--- config.mk ---
export PLATFORM = sky130hd
export DESIGN_NAME = uart_tx_arbiter_flat
export DESIGN_NICKNAME = d
export VERILOG_FILES = /design/src/rtl/uart_tx_arbiter_if.sv /design/src/rtl/uart_tx_arbiter.sv /design/src/flat_wrapper.sv
export SDC_FILE = /design/constraint.sdc
export NUM_CORES = 1
export LEC_CHECK = 0
export BUFFER_PORTS_ARGS = -buffer_cell sky130_fd_sc_hd__clkbuf_2
export CELL_PAD_IN_SITES_DETAIL_PLACEMENT = 1
export CELL_PAD_IN_SITES_GLOBAL_PLACEMENT = 2
export CORE_ASPECT_RATIO = 0.9
export CORE_MARGIN = 2
export CORE_UTILIZATION = 22
export DETAILED_ROUTE_END_ITERATION = 10
export PLACE_DENSITY_LB_ADDON = 0.1
export SLEW_MARGIN = 0
export SYNTH_ARGS = -nofsm -noshare
export SYNTH_HDL_FRONTEND = slang
export SYNTH_SLANG_ARGS = --single-unit
--- constraint.sdc ---
create_clock -name clk -period 1.6 [get_ports clk]
set_input_delay 0.32 -clock clk [delete_from_list [all_inputs] [get_ports clk]]
set_output_delay 0.32 -clock clk [all_outputs]
set_load 0.02 [all_outputs]
--- src/rtl/uart_tx_arbiter_if.sv ---
// Handshake bundle between the requesters, the UART transmit port and uart_tx_arbiter.
// The slave modport is the arbiter's view; master is the surrounding system's view.
interface uart_tx_arbiter_if #(
  parameter int NUM_REQ    = 4,
  parameter int DATA_WIDTH = 8
);
  logic [NUM_REQ*DATA_WIDTH-1:0] req_data;
  logic [NUM_REQ-1:0]            req_valid;
  logic [NUM_REQ-1:0]            req_last;
  logic [NUM_REQ-1:0]            req_ready;
  logic [DATA_WIDTH-1:0]         tx_data;
  logic                          tx_valid;
  logic                          tx_ready;

  modport slave (
    input  req_data, req_valid, req_last, tx_ready,
    output req_ready, tx_data, tx_valid
  );

  modport master (
    output req_data, req_valid, req_last, tx_ready,
    input  req_ready, tx_data, tx_valid
  );
endinterface

--- src/rtl/uart_tx_arbiter.sv ---
// Round-robin, packet-locking arbiter sharing one UART transmit byte port between NUM_REQ sources.
// Define UART_TX_ARB_HEADER_EN to prefix every grant with a 0xA0|id source-ID header byte.
module uart_tx_arbiter #(
  parameter int NUM_REQ    = 4,
  parameter int DATA_WIDTH = 8,
  parameter int MAX_BEATS  = 64
) (
  input  logic                       clk,
  input  logic                       rst_n,
  uart_tx_arbiter_if.slave           bus,
  output logic [$clog2(NUM_REQ)-1:0] grant_id,
  output logic                       busy
);

  localparam int GW = $clog2(NUM_REQ);
  localparam int CW = $clog2(MAX_BEATS + 1);

`ifdef UART_TX_ARB_HEADER_EN
  if (DATA_WIDTH != 8 || NUM_REQ > 16) begin : g_bad_header_cfg
    $error("uart_tx_arbiter: header byte needs DATA_WIDTH==8 and NUM_REQ<=16");
  end
`endif

  typedef enum logic [1:0] {
    IDLE   = 2'd0,
`ifdef UART_TX_ARB_HEADER_EN
    HEADER = 2'd2,
`endif
    STREAM = 2'd1
  } state_t;

  state_t          state_q, state_d;
  logic [GW-1:0]   last_grant_q, last_grant_d;
  logic [GW-1:0]   grant_id_q, grant_id_d;
  logic [CW-1:0]   beat_cnt_q, beat_cnt_d;

  logic                  pick_found;
  logic [GW-1:0]         pick_idx;
  logic [NUM_REQ-1:0]    req_ready;
  logic [DATA_WIDTH-1:0] tx_data;
  logic                  tx_valid;

  // Round-robin search starting just after the previous owner; modulo keeps
  // non-power-of-two NUM_REQ correct.
  always_comb begin
    pick_found = 1'b0;
    pick_idx   = '0;
    for (int k = 1; k <= NUM_REQ; k++) begin
      if (!pick_found && bus.req_valid[(int'(last_grant_q) + k) % NUM_REQ]) begin
        pick_found = 1'b1;
        pick_idx   = GW'((int'(last_grant_q) + k) % NUM_REQ);
      end
    end
  end

  // NOTE: every output of this block gets a default first, so no path leaves
  // a signal unassigned and no latch is inferred.
  always_comb begin
    state_d      = state_q;
    last_grant_d = last_grant_q;
    grant_id_d   = grant_id_q;
    beat_cnt_d   = beat_cnt_q;
    tx_valid     = 1'b0;
    tx_data      = '0;
    req_ready    = '0;
    busy         = 1'b0;

    unique case (state_q)
      IDLE: begin
        if (pick_found) begin
          grant_id_d = pick_idx;
          beat_cnt_d = '0;
`ifdef UART_TX_ARB_HEADER_EN
          state_d    = HEADER;
`else
          state_d    = STREAM;
`endif
        end
      end

`ifdef UART_TX_ARB_HEADER_EN
      HEADER: begin
        busy     = 1'b1;
        tx_valid = 1'b1;
        tx_data  = DATA_WIDTH'({4'hA, 4'(grant_id_q)});
        if (bus.tx_ready) state_d = STREAM;
      end
`endif

      STREAM: begin
        busy                  = 1'b1;
        tx_valid              = bus.req_valid[grant_id_q];
        req_ready[grant_id_q] = bus.tx_ready;
        if (tx_valid) tx_data = bus.req_data[grant_id_q*DATA_WIDTH +: DATA_WIDTH];
        if (tx_valid && bus.tx_ready) begin
          beat_cnt_d = beat_cnt_q + CW'(1);
          // Release on end of packet or at the beat limit; the rest of a
          // truncated packet re-enters arbitration as a fresh grant.
          if (bus.req_last[grant_id_q] || beat_cnt_q == CW'(MAX_BEATS - 1)) begin
            last_grant_d = grant_id_q;
            state_d      = IDLE;
          end
        end
      end

      default: state_d = IDLE;
    endcase
  end

  // NOTE: state registers use non-blocking assignments so every flop samples
  // the pre-edge values regardless of evaluation order.
  always_ff @(posedge clk or negedge rst_n) begin
    if (!rst_n) begin
      state_q      <= IDLE;
      last_grant_q <= GW'(NUM_REQ - 1);
      grant_id_q   <= '0;
      beat_cnt_q   <= '0;
    end else begin
      state_q      <= state_d;
      last_grant_q <= last_grant_d;
      grant_id_q   <= grant_id_d;
      beat_cnt_q   <= beat_cnt_d;
    end
  end

  assign bus.req_ready = req_ready;
  assign bus.tx_data   = tx_data;
  assign bus.tx_valid  = tx_valid;
  assign grant_id      = grant_id_q;

endmodule
--- src/flat_wrapper.sv ---
// flat-port wrapper written by rule: the top's interface ports become plain ports
module uart_tx_arbiter_flat 
#(
  parameter int NUM_REQ    = 4,
  parameter int DATA_WIDTH = 8,
  parameter int MAX_BEATS  = 64
)
  (clk, rst_n, grant_id, busy, bus_req_data, bus_req_valid, bus_req_last, bus_tx_ready, bus_req_ready, bus_tx_data, bus_tx_valid);
  uart_tx_arbiter_if #(.NUM_REQ(NUM_REQ), .DATA_WIDTH(DATA_WIDTH)) bus_i ();
  input  logic clk;
  input  logic rst_n;
  output logic [$clog2(NUM_REQ)-1:0] grant_id;
  output logic busy;
  input wire logic [$bits(bus_i.req_data)-1:0] bus_req_data;
  input wire logic [$bits(bus_i.req_valid)-1:0] bus_req_valid;
  input wire logic [$bits(bus_i.req_last)-1:0] bus_req_last;
  input wire logic [$bits(bus_i.tx_ready)-1:0] bus_tx_ready;
  output wire logic [$bits(bus_i.req_ready)-1:0] bus_req_ready;
  output wire logic [$bits(bus_i.tx_data)-1:0] bus_tx_data;
  output wire logic [$bits(bus_i.tx_valid)-1:0] bus_tx_valid;
  assign bus_i.req_data = bus_req_data;
  assign bus_i.req_valid = bus_req_valid;
  assign bus_i.req_last = bus_req_last;
  assign bus_i.tx_ready = bus_tx_ready;
  assign bus_req_ready = bus_i.req_ready;
  assign bus_tx_data = bus_i.tx_data;
  assign bus_tx_valid = bus_i.tx_valid;
  uart_tx_arbiter #(.NUM_REQ(NUM_REQ), .DATA_WIDTH(DATA_WIDTH), .MAX_BEATS(MAX_BEATS)) u_core (.clk(clk), .rst_n(rst_n), .bus(bus_i), .grant_id(grant_id), .busy(busy));
endmodule
# Word-level counts from Yosys, hierarchy flattened
# Index checks and enable logic that the tools add are counted.
dict set report word_totals {
  latch_bits 0
  ram_bits 0
  in_bits 43
  memories 0
  rom_bits 0
  ff_bits 13
}
dict set report op_classes {
  shift 1
  div 0
  multipliers 0
  add_sub_neg 5
  bitwise 5
  n_mux 38
  n_reduce_logical 19
  n_lt_le_gt_ge 6
  n_eq_ne 5
}
# op count
set ops {}
lappend ops {{32-bit by 6-bit indexed part select with 8-bit output} 1}
lappend ops {{1-bit 2-to-1 mux} 17}
lappend ops {{3-bit by 4-bit less-than comparator with 1-bit output (second input constant)} 4}
lappend ops {{8-bit 2-to-1 mux} 2}
lappend ops {{2-bit 2-to-1 mux} 7}
lappend ops {{7-bit 2-to-1 mux} 2}
lappend ops {{7-bit case mux with 2 select lines} 1}
lappend ops {{1-bit binary-select mux with 2-bit select} 6}
lappend ops {{3-bit AND reduction} 3}
lappend ops {{2-bit OR reduction} 4}
lappend ops {{7-bit by 1-bit adder with 7-bit output (second input constant)} 1}
lappend ops {{7-bit by 6-bit equality test with 1-bit output (second input constant)} 1}
lappend ops {{2-bit by 1-bit inequality test with 1-bit output (second input constant)} 3}
lappend ops {{1-bit logical AND} 5}
lappend ops {{2-bit by 1-bit adder with 2-bit output (second input constant)} 2}
lappend ops {{2-bit adder (second input constant)} 2}
lappend ops {{1-bit AND (first input constant)} 4}
lappend ops {{4-bit AND} 1}
lappend ops {{4-bit 2-to-1 mux} 1}
lappend ops {{2-bit case mux with 2 select lines} 1}
lappend ops {{1-bit zero test} 3}
lappend ops {{2-bit by 3-bit less-than comparator with 1-bit output (second input constant)} 1}
lappend ops {{1-bit demux with 2-bit select} 1}
lappend ops {{2-bit by 1-bit equality test with 1-bit output (second input constant)} 1}
lappend ops {{other kinds (5)} 5}

# Logic depth before layout (Yosys ltp)
# Gate-level depths: netlist of run 1.
dict set report logic_depth {
  word_depth 18
  depth_mapped 6
  ltp_nobuf 5
}

# Worst setup path after synthesis of run 1
# Ideal clock, no wire load.
dict set report synth_timing {
  path_type {register -> output}
  from {register u_core.grant_id_q[1], in the netlist u_core.grant_id[1]}
  to {output bus_tx_valid}
  setup_slack_ns -0.286
  n_path_buf 1
  arrival_time_ns 1.566
  path_stages_with_launch 5
  path_cell_list {dfrtp_1 buf_4 mux2_4 o211ai_1 inv_1}
}
dict set report synth_via {
  elab_chain_len 3
}
# element line_no
set synth_lines {}
lappend synth_lines {{start: declaration} uart_tx_arbiter.sv:34} ;# logic [GW-1:0] grant_id_q, grant_id_d;
lappend synth_lines {{start signal: assignment} uart_tx_arbiter.sv:121} ;# grant_id_q <= grant_id_d;
lappend synth_lines {{1-bit binary-select mux with 2-bit select} uart_tx_arbiter.sv:92} ;# tx_valid = bus.req_valid[grant_id_q];
lappend synth_lines {{1-bit 2-to-1 mux (not written as such)} uart_tx_arbiter.sv:92}
lappend synth_lines {{1-bit 2-to-1 mux} uart_tx_arbiter.sv:68} ;# unique case (state_q)
lappend synth_lines {{end: declaration} flat_wrapper.sv:20} ;# output wire logic [$bits(bus_i.tx_valid)-1:0] bus_tx_valid;
# No other way between the ends. The select of a mux whose other input is x is not followed.

# Worst setup path in the final report of run 1
dict set report layout_timing {
  from {register u_core.grant_id_q[0], in the netlist u_core.grant_id[0]}
  to {output bus_tx_data[4]}
}
dict set report layout_via {
  elab_chain_len 4
  word_cells_on_any_way 5
}
# element line_no
set layout_lines {}
lappend layout_lines {{parallel branches: the longest is 2 deep, another holds 32-bit by 6-bit indexed part select with 8-bit output} --}
lappend layout_lines {{8-bit 2-to-1 mux *} uart_tx_arbiter.sv:94} ;# if (tx_valid) tx_data = bus.req_data[grant_id_q*DATA_WIDTH +: DATA_WIDTH];
lappend layout_lines {{8-bit 2-to-1 mux *} uart_tx_arbiter.sv:68}
lappend layout_lines {{end: declaration} flat_wrapper.sv:19} ;# output wire logic [$bits(bus_i.tx_data)-1:0] bus_tx_data;
# Every way passes the cells marked *. The select of a mux whose other input is x is not followed.

==> impl_metrics.yaml, run 1 <==
timing:
  hold_violations: 0
  tns_ps: -4460
  skew_ps: 6.09
  relSlewSlack_pct: 76.9
  setup_viol: 22
  worst_slack_ps: -313
  fin_crit_sh_pct: 120
  fmax_mhz: 523
  drv_slew: 0
  rsz0062_at_grt: "yes"
  min_period_ps: 1910
  hold_ws_ps: 466
  worst_pin_slew_ps: 346
clock_network:
  numCtsBuffers: 3
  clk_latency_ps: 240
  clk_pin_slew_ps: 60
  cts-root-buf: "clkbuf_8"
  cts.sinks: 12
  clock_path_buffers: 2
  cts_tree: "done"
  htreeDepth: 1
power_and_ir_drop:
  cellPowerDensity_nw_per_um2: 1660
  ir_worst_vdd_mv: 0.493
  leakagePower_uw: 0.000771
setup_path:
  critical_path.startpoint_type: "flop"
  crit_start: "u_core.grant_id[0]$_DFFE_PN0P_"
  required_ps: 1280
  arrival_ps: 1590
  crit_path_max_fanout: 4
  worstSetupPathType: "flop to output pin"
  r2r-end: "u_core.beat_cnt_q[3]$_DFFE_PN0P_"
  reg2reg_slack_ps: -200
  r2r_cells: 7
  endpoint: "bus_tx_data[4]"
  timing.rr.start: "u_core.grant_id[0]$_DFFE_PN0P_"
  worst_setup_path_end_kind: "output pin"
drt:
  drt-pass1-iter-count: 4
  dr_total_vias: 1096
  ant_nets: 0
  dr.first_iter.drc_count: 18
  drcViolationCount: 0
  wl_um: 3300
  routedWlPerCell_um: 13.7
  avgViaCountPerCell: 4.57
yosys:
  synth_seq_cells: 12
  syn_avg_cell_area_um2: 10.3
  yosysWarnings: 0
  ys_seq_area_share_pct: 30.3
  ys_types: 31
  synth_top_area_share_pct: 25.1
  syn_inst: 97
  syn_area_um2: 998
  synth_nets: 141
  yosys.area.top_type: "dfrtp_1"
  yosys-top-cells-area: "dfrtp_1 25%, mux4_2 20%, nor2b_1 6.3%"
floorplan:
  core.rowCount: 23
  die_w_um: 75.0
  io_pins: 59
  start_util_pct: 22.7
  die_y_um: 67.9
  core_area_um2: 4400
  die_area_um2: 5090
place:
  gp_congestion: 0.805
  preCtsSetupSlack_ps: -209
  place_inst: 228
  place_area_um2: 1470
  io_buffers: 58
  hpwl_um: 2710
final_layout:
  area_growth_pct: 67.3
  diodes: 0
  final_cell_area_um2: 1670
  multi_input_area_um2: 688
  regArea_um2: 308
  fin_cells: 240
  fin_nets: 223
  fillers: 518
  layout-drive-gt1-share_pct: 62.4
global_route:
  first_global_vias: 1110
  grt_max_degree: 13
  grt_pass1_wl_um: 5150
  grt_overflow: 0
  gr-usage-all-layers_pct: 13.2
  antenna_found_initial: 0
job:
  cap_violations: 0
worst_hold_path:
  holdPathStages: 3
  hold_path.class: "input port to flop"
status:
  violations: "setup timing"
  status: "finished with violations"
-- critical path, stage by stage, from the launching register on --
cell      delay, ps
dfrtp_4         500
buf_4           160
mux4_2          400
nor2b_1         140
clkbuf_2        150
-- stage by stage --
stage	utilization (%)	total power (µW)
2_1_floorplan	-	1610
5_1_grt	37.9	2970
3_5_place_dp	33.3	2190
6_report	37.9	2770
4_1_cts	37.0	2710
3_3_place_gp	33.3	2150
-- layout make-up --
type	instances	share of cell area (%)
Clock buffer	4	2.70
Inverter	4	0.899
Multi-Input combinational cell	75	41.2
Sequential cell	12	18.4
Tap cell	62	4.64
Timing Repair Buffer	83	32.1
-- logic make-up after synthesis --
| kind of cell | count (synthesis) | share of synthesized area [%] |
|---|---|---|
| adders and majority gates | 1 | 1.25 |
| and+or+nand+nor | 40 | 22.8 |
| DFF | 12 | 30.3 |
| buffers and inverters | 10 | 5.26 |
| AOI/OAI and AO/OA | 19 | 12.5 |
| muxes | 15 | 27.8 |
-- worst min-delay path by stage --
| stage | startpoint | endpoint |
|---|---|---|
| 2_1_floorplan | rst_n | u_core.beat_cnt_q[0]$_DFFE_PN0P_ |
| 3_3_place_gp | rst_n | u_core.beat_cnt_q[6]$_DFFE_PN0P_ |
| 3_5_place_dp | rst_n | u_core.beat_cnt_q[6]$_DFFE_PN0P_ |
| 4_1_cts | bus_req_valid[3] | u_core.grant_id[0]$_DFFE_PN0P_ |
| 5_1_grt | bus_req_valid[3] | u_core.grant_id[1]$_DFFE_PN0P_ |
| 6_report | bus_req_valid[3] | u_core.grant_id[0]$_DFFE_PN0P_ |
-- Yosys cell counts (all sizes together) --
cell type and n:
a21oi 5, a221oi 1, a2bb2oi 1, and2 2, and3b 2, and4 1
buf 5, clkbuf 1, dfrtp 10, dfstp 2, ha 1, inv 4
mux2 3, mux2i 3, mux4 9, nand2 6, nand2b 2, nand3 5
nand4 1, nor2 5, nor2b 10, nor3b 2, o211ai 2, o21ai 7
o21ba 1, o31ai 1, o32ai 1, or3 3, or4 1
-- report_power, final --
| part | switching, µW | internal, µW | total (µW) |
|---|---|---|---|
| sequential | 134 | 426 | 560 |
| combinational | 882 | 1040 | 1920 |
| clock | 110 | 175 | 285 |
| total | 1130 | 1640 | 2770 |
-- routing by layer --
layer / wire length, µm / global-route usage [%] / vias to the layer above
met2: 1580 / 23.4 / 40
li1: - / - / 523
met5: 0 / 0 / -
met3: 216 / 3.09 / 0
met1: 1500 / 16.7 / 533
met4: 0 / 1.79 / 0
-- sequential cells by signal (all words and copies together), names as in the netlist --
| register | flops |
|---|---|
| u_core.beat_cnt_q | 7 |
| u_core.state_q | 1 |
| u_core.grant_id | 2 |
| u_core.last_grant_q | 2 |
-- cell usage in the layout, fill, tap and decap left out, types with 2 or more instances in the layout --
cell type   n
buf_2       2
nor2_1      5
buf_4      25
a21oi_1     2
o21ai_0     6
mux2i_1     3
inv_1       3
clkbuf_4    3
nand3_1     4
nor2b_1     9
mux4_2      9
dfrtp_1     8
and3b_1     2
clkbuf_2   47
and2_1      2
dfstp_2     2
nand2b_1    2
a21oi_2     3
buf_6       2
mux2_4      3
clkbuf_8    4
nand2_1     6
o211ai_1    2
or3_1       3
-- timing repair --
item | 4_1_cts | 5_1_grt
setup endpoints to repair | 23 | 22
pin swaps | 2 | 0
gates resized for setup | 15 | 16
hold buffers | 1 | 0
setup buffers | 7 | 0
hold endpoints to repair | 10 | 0
(Power assumes the default switching activity.)
==> run 2: changes to the inputs <==
- PLACE_DENSITY: not set -> 0.83
- PLACE_DENSITY_LB_ADDON: 0.1 -> not set
==> run 2 against run 1 <==
Against the previous run: the run still ends with setup timing left; cell count is the same; global-route usage grew 1.4 points; sequential cell count is the same; power grew 11%; die area is the same; critical path type unchanged.
==> impl_metrics.yaml, run 2 (same netlist as run 1, synthesis figures left out) <==
drt:
  ant_nets: 0
  drcViolationCount: 0
  dr.first_iter.drc_count: 13
  drt-pass1-iter-count: 2
  avgViaCountPerCell: 4.64
  dr_total_vias: 1114
  wl_um: 3630
  routedWlPerCell_um: 15.1
timing:
  fin_crit_sh_pct: 121
  relSlewSlack_pct: 77.2
  worst_slack_ps: -330
  hold_violations: 0
  setup_viol: 22
  fmax_mhz: 518
  hold_ws_ps: 473
  rsz0062_at_grt: "yes"
  min_period_ps: 1930
  worst_pin_slew_ps: 341
  drv_slew: 0
  skew_ps: 4.64
global_route:
  first_global_vias: 1230
  grt_pass1_wl_um: 5540
  antenna_found_initial: 0
  gr-usage-all-layers_pct: 14.6
  grt_max_degree: 13
  grt_overflow: 0
final_layout:
  final_common_cell: "clkbuf_2"
  layout-drive-gt1-share_pct: 69.1
  regArea_um2: 308
  postLayoutCoreUtil_pct: 40.9
  area_growth_pct: 80.6
  largest_reg_flops: 7
  final_cell_mix: "45 x clkbuf_2, 16 x buf_4, 15 x buf_6"
  regMostFlops: "u_core.beat_cnt_q"
  multi_input_area_um2: 753
  fin_cells: 240
  diodes: 0
  fin_nets: 223
  fillers: 511
floorplan:
  core.rowCount: 23
  die_y_um: 67.9
  die_area_um2: 5090
  start_util_pct: 22.7
  die_w_um: 75.0
  io_pins: 59
  core_area_um2: 4400
place:
  gp_congestion: 0.778
  hpwl_um: 2730
  place_inst: 227
  io_buffers: 58
job:
  cap_violations: 0
setup_path:
  crit_path_max_fanout: 4
  worstSetupPathType: "flop to output pin"
  cp_num_buf_inv: 2
  cp_cell_sequence: "buf_6, mux4_2, nor2b_2, buf_6"
  worst_setup_path_end_kind: "output pin"
  critical_path.startpoint_type: "flop"
  cpMostUsedCell: "buf_6"
  required_ps: 1280
  critPathTopFamily: "multiplexers"
  arrival_ps: 1610
  timing.rr.start: "u_core.grant_id[0]$_DFFE_PN0P_"
  crit_start: "u_core.grant_id[0]$_DFFE_PN0P_"
  slowest_stage: "mux4_2"
  crit_path_max_incr_delay_ps: 490
worst_hold_path:
  hold_path.class: "input port to flop"
  hp-start: "bus_req_valid[3]"
clock_network:
  clk_pin_slew_ps: 50
  cts.sinks: 12
  clock_path_buffers: 2
  cts-root-buf: "clkbuf_8"
  numCtsBuffers: 3
  cts_tree: "done"
  clk_latency_ps: 240
  htreeDepth: 1
status:
  status: "finished with violations"
  violations: "setup timing"
power_and_ir_drop:
  power.total_uw: 3080
  cellPowerDensity_nw_per_um2: 1710
  ir_worst_vdd_mv: 0.848
  leakagePower_uw: 0.000834
## run 2: tightest hold or removal path, delay by kind of cell
family,cells,cell delay [ps]
AOI/OAI and AO/OA,2,230
buffers and inverters,1,120
## run 2: metrics by stage
stage | area [µm²] | setup TNS [ps] | worst slack (ps)
floorplan | 1010 | -2440 | -278
detailed placement | 1460 | -2070 | -184
global route | 1800 | -5330 | -389
finish | 1800 | -4140 | -330
CTS | 1700 | -4120 | -310
global placement | 1460 | -1540 | -150
## run 2: power by group
part           switching [µW]  internal (µW)  leakage [µW]
clock network             110            217     0.0000288
registers                 132            426      0.000148
logic                     993           1210      0.000657
## run 2: area by class of cell
type / count / share of cell area, %
Sequential cell: 12 / 17.1
Clock buffer: 4 / 3.05
Tap cell: 62 / 4.30
Inverter: 4 / 0.833
Timing Repair Buffer: 83 / 33.0
Multi-Input combinational cell: 75 / 41.8
## run 2: final timing paths
kind                                                 endpoint  slack (ps)  cells past startpoint
max                                            bus_tx_data[4]        -330                      4
max in group asynchronous  u_core.last_grant_q[0]$_DFFE_PN1P_         810                      2
min in group asynchronous    u_core.beat_cnt_q[1]$_DFFE_PN0P_         500                      2
min                            u_core.grant_id[1]$_DFFE_PN0P_         470                      3
max reg2reg                u_core.last_grant_q[1]$_DFFE_PN1P_        -190                      5
min reg2reg                  u_core.beat_cnt_q[6]$_DFFE_PN0P_         490                      1
## run 2: routing by layer
layer / vias up / routed length, µm / global-route usage, %
met5: - / 0 / 0
met4: 0 / 10 / 2.90
met3: 2 / 291 / 4.12
met2: 45 / 2070 / 30.9
met1: 546 / 1250 / 13.4
li1: 521 / - / -
## run 2: repair_timing
item,4_1_cts,5_1_grt
endpoints found under the setup margin,21,23
gates resized for setup,33,38
pin swaps,11,5
endpoints found under the hold margin,10,0
hold buffers,1,0
setup buffers,6,2
==> run 3: changes to the inputs <==
- ABC_AREA: not set -> 1
- CORE_UTILIZATION: 22 -> 19
- CTS_CLUSTER_SIZE: not set -> 40
- PLACE_DENSITY: 0.83 -> 0.81
==> run 3 against run 2 <==
Against the previous run: the run ends with DRC, setup timing left; setup slack lost 180 ps; sequential cell count unchanged; non-clock buffer count is 13 higher; fmax shrank 8.3%; combinational power is 75% higher; synthesized cell count grew 96%; highest routed layer unchanged; clock skew decreased by 2.3 ps; die area up 31%; global-route usage is 1.1 points lower.
==> impl_metrics.yaml, run 3 <==
global_route:
  first_global_vias: 1593
  grt_max_degree: 14
  met1_usage_pct: 17.5
  grt_overflow: 0
  grt_util_met2_pct: 23.9
  antenna_found_initial: 0
  grt_pass1_wl_um: 7350
  grt_busiest_layer: "met2"
  grtUsageMet3_pct: 1.91
  gr-usage-all-layers_pct: 13.4
floorplan:
  io_pins: 59
  die_y_um: 77.6
  die_area_um2: 6660
  die_w_um: 85.8
  core_area_um2: 5760
  start_util_pct: 19.9
  core.rowCount: 26
yosys:
  synth_top_area_share_pct: 26.9
  synth_seq_cells: 12
  synth_flop_cell: "dfrtp_1"
  ys_seq_area_share_pct: 26.5
  yosys-top-cells-area: "nand2_1 27%, dfrtp_1 22%, inv_1 6.2%"
  yosysWarnings: 0
  synth_common_cells: "82 x nand2_1, 19 x inv_1, 15 x nor2_1"
  synth-edff-count: 0
  syn_inst: 190
  synth_nets: 234
  synth-async-reset-ratio_pct: 100
  yosysMostFrequentCell: "nand2_1"
  syn_avg_cell_area_um2: 6.02
  yosys.area.top_type: "nand2_1"
  ys_types: 24
  syn_area_um2: 1140
place:
  place_area_um2: 1850
  gp_congestion: 0.781
  preCtsSetupSlack_ps: -297
  hpwl_um: 3550
  io_buffers: 58
final_layout:
  regMostFlops: "u_core.beat_cnt_q"
  diodes: 0
  layout-drive-gt1-share_pct: 56.3
  final_common_cell: "nand2_1"
  final_cell_mix: "63 x nand2_1, 45 x clkbuf_2, 28 x buf_4"
  largest_reg_flops: 7
  final_cell_area_um2: 2310
  fin_nets: 331
  area_growth_pct: 102
setup_path:
  timing.rr.start: "u_core.grant_id[1]$_DFFE_PN0P_"
  r2r_cells: 13
  crit_cells: 11
  crit_path_max_fanout: 8
  arrival_ps: 1790
  required_ps: 1280
  worst_setup_path_end_kind: "output pin"
  endpoint: "bus_tx_data[2]"
  critPathTopFamily: "buffers and inverters"
  slowest_stage: "dfrtp_2"
  cp_cell_sequence: "inv_4, nand2_4, inv_4, nand2_2, nand2_2, nor2_4, nor2_4, clkinvlp_4, buf_12, a31oi_4, buf_8"
  r2r-end: "u_core.beat_cnt_q[5]$_DFFE_PN0P_"
  crit_path_max_incr_delay_ps: 470
  critical_path.startpoint_type: "flop"
  reg2reg_slack_ps: -190
  cp_num_buf_inv: 5
  worstSetupPathType: "flop to output pin"
  crit_start: "u_core.grant_id[1]$_DFFE_PN0P_"
clock_network:
  numCtsBuffers: 3
  clock_path_buffers: 2
  cts_tree: "done"
  clk_pin_slew_ps: 60
  clk_latency_ps: 240
  cts-root-buf: "clkbuf_8"
  cts.sinks: 12
  htreeDepth: 1
timing:
  hold_ws_ps: 494
  worst_pin_slew_ps: 326
  drv_slew: 0
  skew_ps: 2.34
  min_period_ps: 2110
  worst_slack_ps: -506
  fmax_mhz: 475
  fin_crit_sh_pct: 132
  hold_violations: 0
  relSlewSlack_pct: 78.2
  rsz0062_at_grt: "yes"
  setup_viol: 25
job:
  cap_violations: 0
status:
  status: "finished with violations"
  violations: "DRC, setup timing"
power_and_ir_drop:
  cellPowerDensity_nw_per_um2: 2090
  ir_worst_vdd_mv: 0.547
  power.total_uw: 4830
  leakagePower_uw: 0.00116
drt:
  wl_um: 4780
  dr.first_iter.drc_count: 64
  drt-pass1-iter-count: 9
  avgViaCountPerCell: 4.58
  drcViolationCount: 11
  ant_nets: 0
  routedWlPerCell_um: 13.4
  dr_total_vias: 1630
worst_hold_path:
  hold_path.class: "input port to async pin"
[run 3: how the worst min path moves through the flow]
stage	start	end	slack, ps
after floorplan	rst_n	u_core.beat_cnt_q[0]$_DFFE_PN0P_	20
final	rst_n	u_core.beat_cnt_q[4]$_DFFE_PN0P_	490
after global routing	rst_n	u_core.beat_cnt_q[4]$_DFFE_PN0P_	530
after CTS	rst_n	u_core.beat_cnt_q[4]$_DFFE_PN0P_	520
after detailed placement	rst_n	u_core.beat_cnt_q[4]$_DFFE_PN0P_	230
after global placement	rst_n	u_core.beat_cnt_q[4]$_DFFE_PN0P_	220
[run 3: kinds of logic (layout without fill, tap and decap cells)]
group / count (synthesis) / in the layout / synth area share (%)
compound gates: 24 / 24 / 14.2
fa+ha+maj: 1 / 1 / 1.09
buf+inv: 28 / 124 / 10.6
flops: 12 / 12 / 26.5
simple gates: 125 / 125 / 47.6
[run 3: layout make-up]
class                   instances  area (µm²)
well taps                      70        87.6
flip-flops and latches         12         305
multi-input cells             150         973
repair buffers                 96         779
fillers                       715        3450
inverters                      24         111
clock buffers                   4        55.1
[run 3: where the power goes]
group | internal [µW] | switching, µW
clock | 218 | 121
combinational | 1860 | 1990
sequential | 462 | 179
total | 2540 | 2290
[run 3: layer usage]
layer  vias to the layer above  wire, µm
met2                        53      2380
met3                         7       309
met4                         0        28
met1                       755      2060
met5                         -         0
li1                        815         -
[run 3: what timing repair did]
item | in CTS | in global routing
resized for setup | 49 | 39
endpoints found under the setup margin | 22 | 25
setup buffers | 4 | 6
pin swaps | 12 | 9
hold endpoints to repair | 10 | 0
hold buffers | 1 | 0
cloned | 0 | 2
[run 3: worst register-to-register path, stage by stage (launching register included)]
cell,delay [ps]
dfrtp_2,470
inv_4,120
nand2_4,60
inv_4,60
nand2_2,40
nand2_2,80
nor2_4,40
buf_4,130
buf_6,110
nor2_4,190
clkbuf_16,190
nand4_1,80
nand2_1,80
nor2_1,50
[run 3: metrics by stage]
step	TNS [ps]	cells	utilization, %
after floorplan	-4110	190	-
after global placement	-2340	339	32.1
after detailed placement	-2940	339	32.1
after CTS	-4350	348	36.7
after global routing	-8540	356	40.2
final	-6030	356	40.2
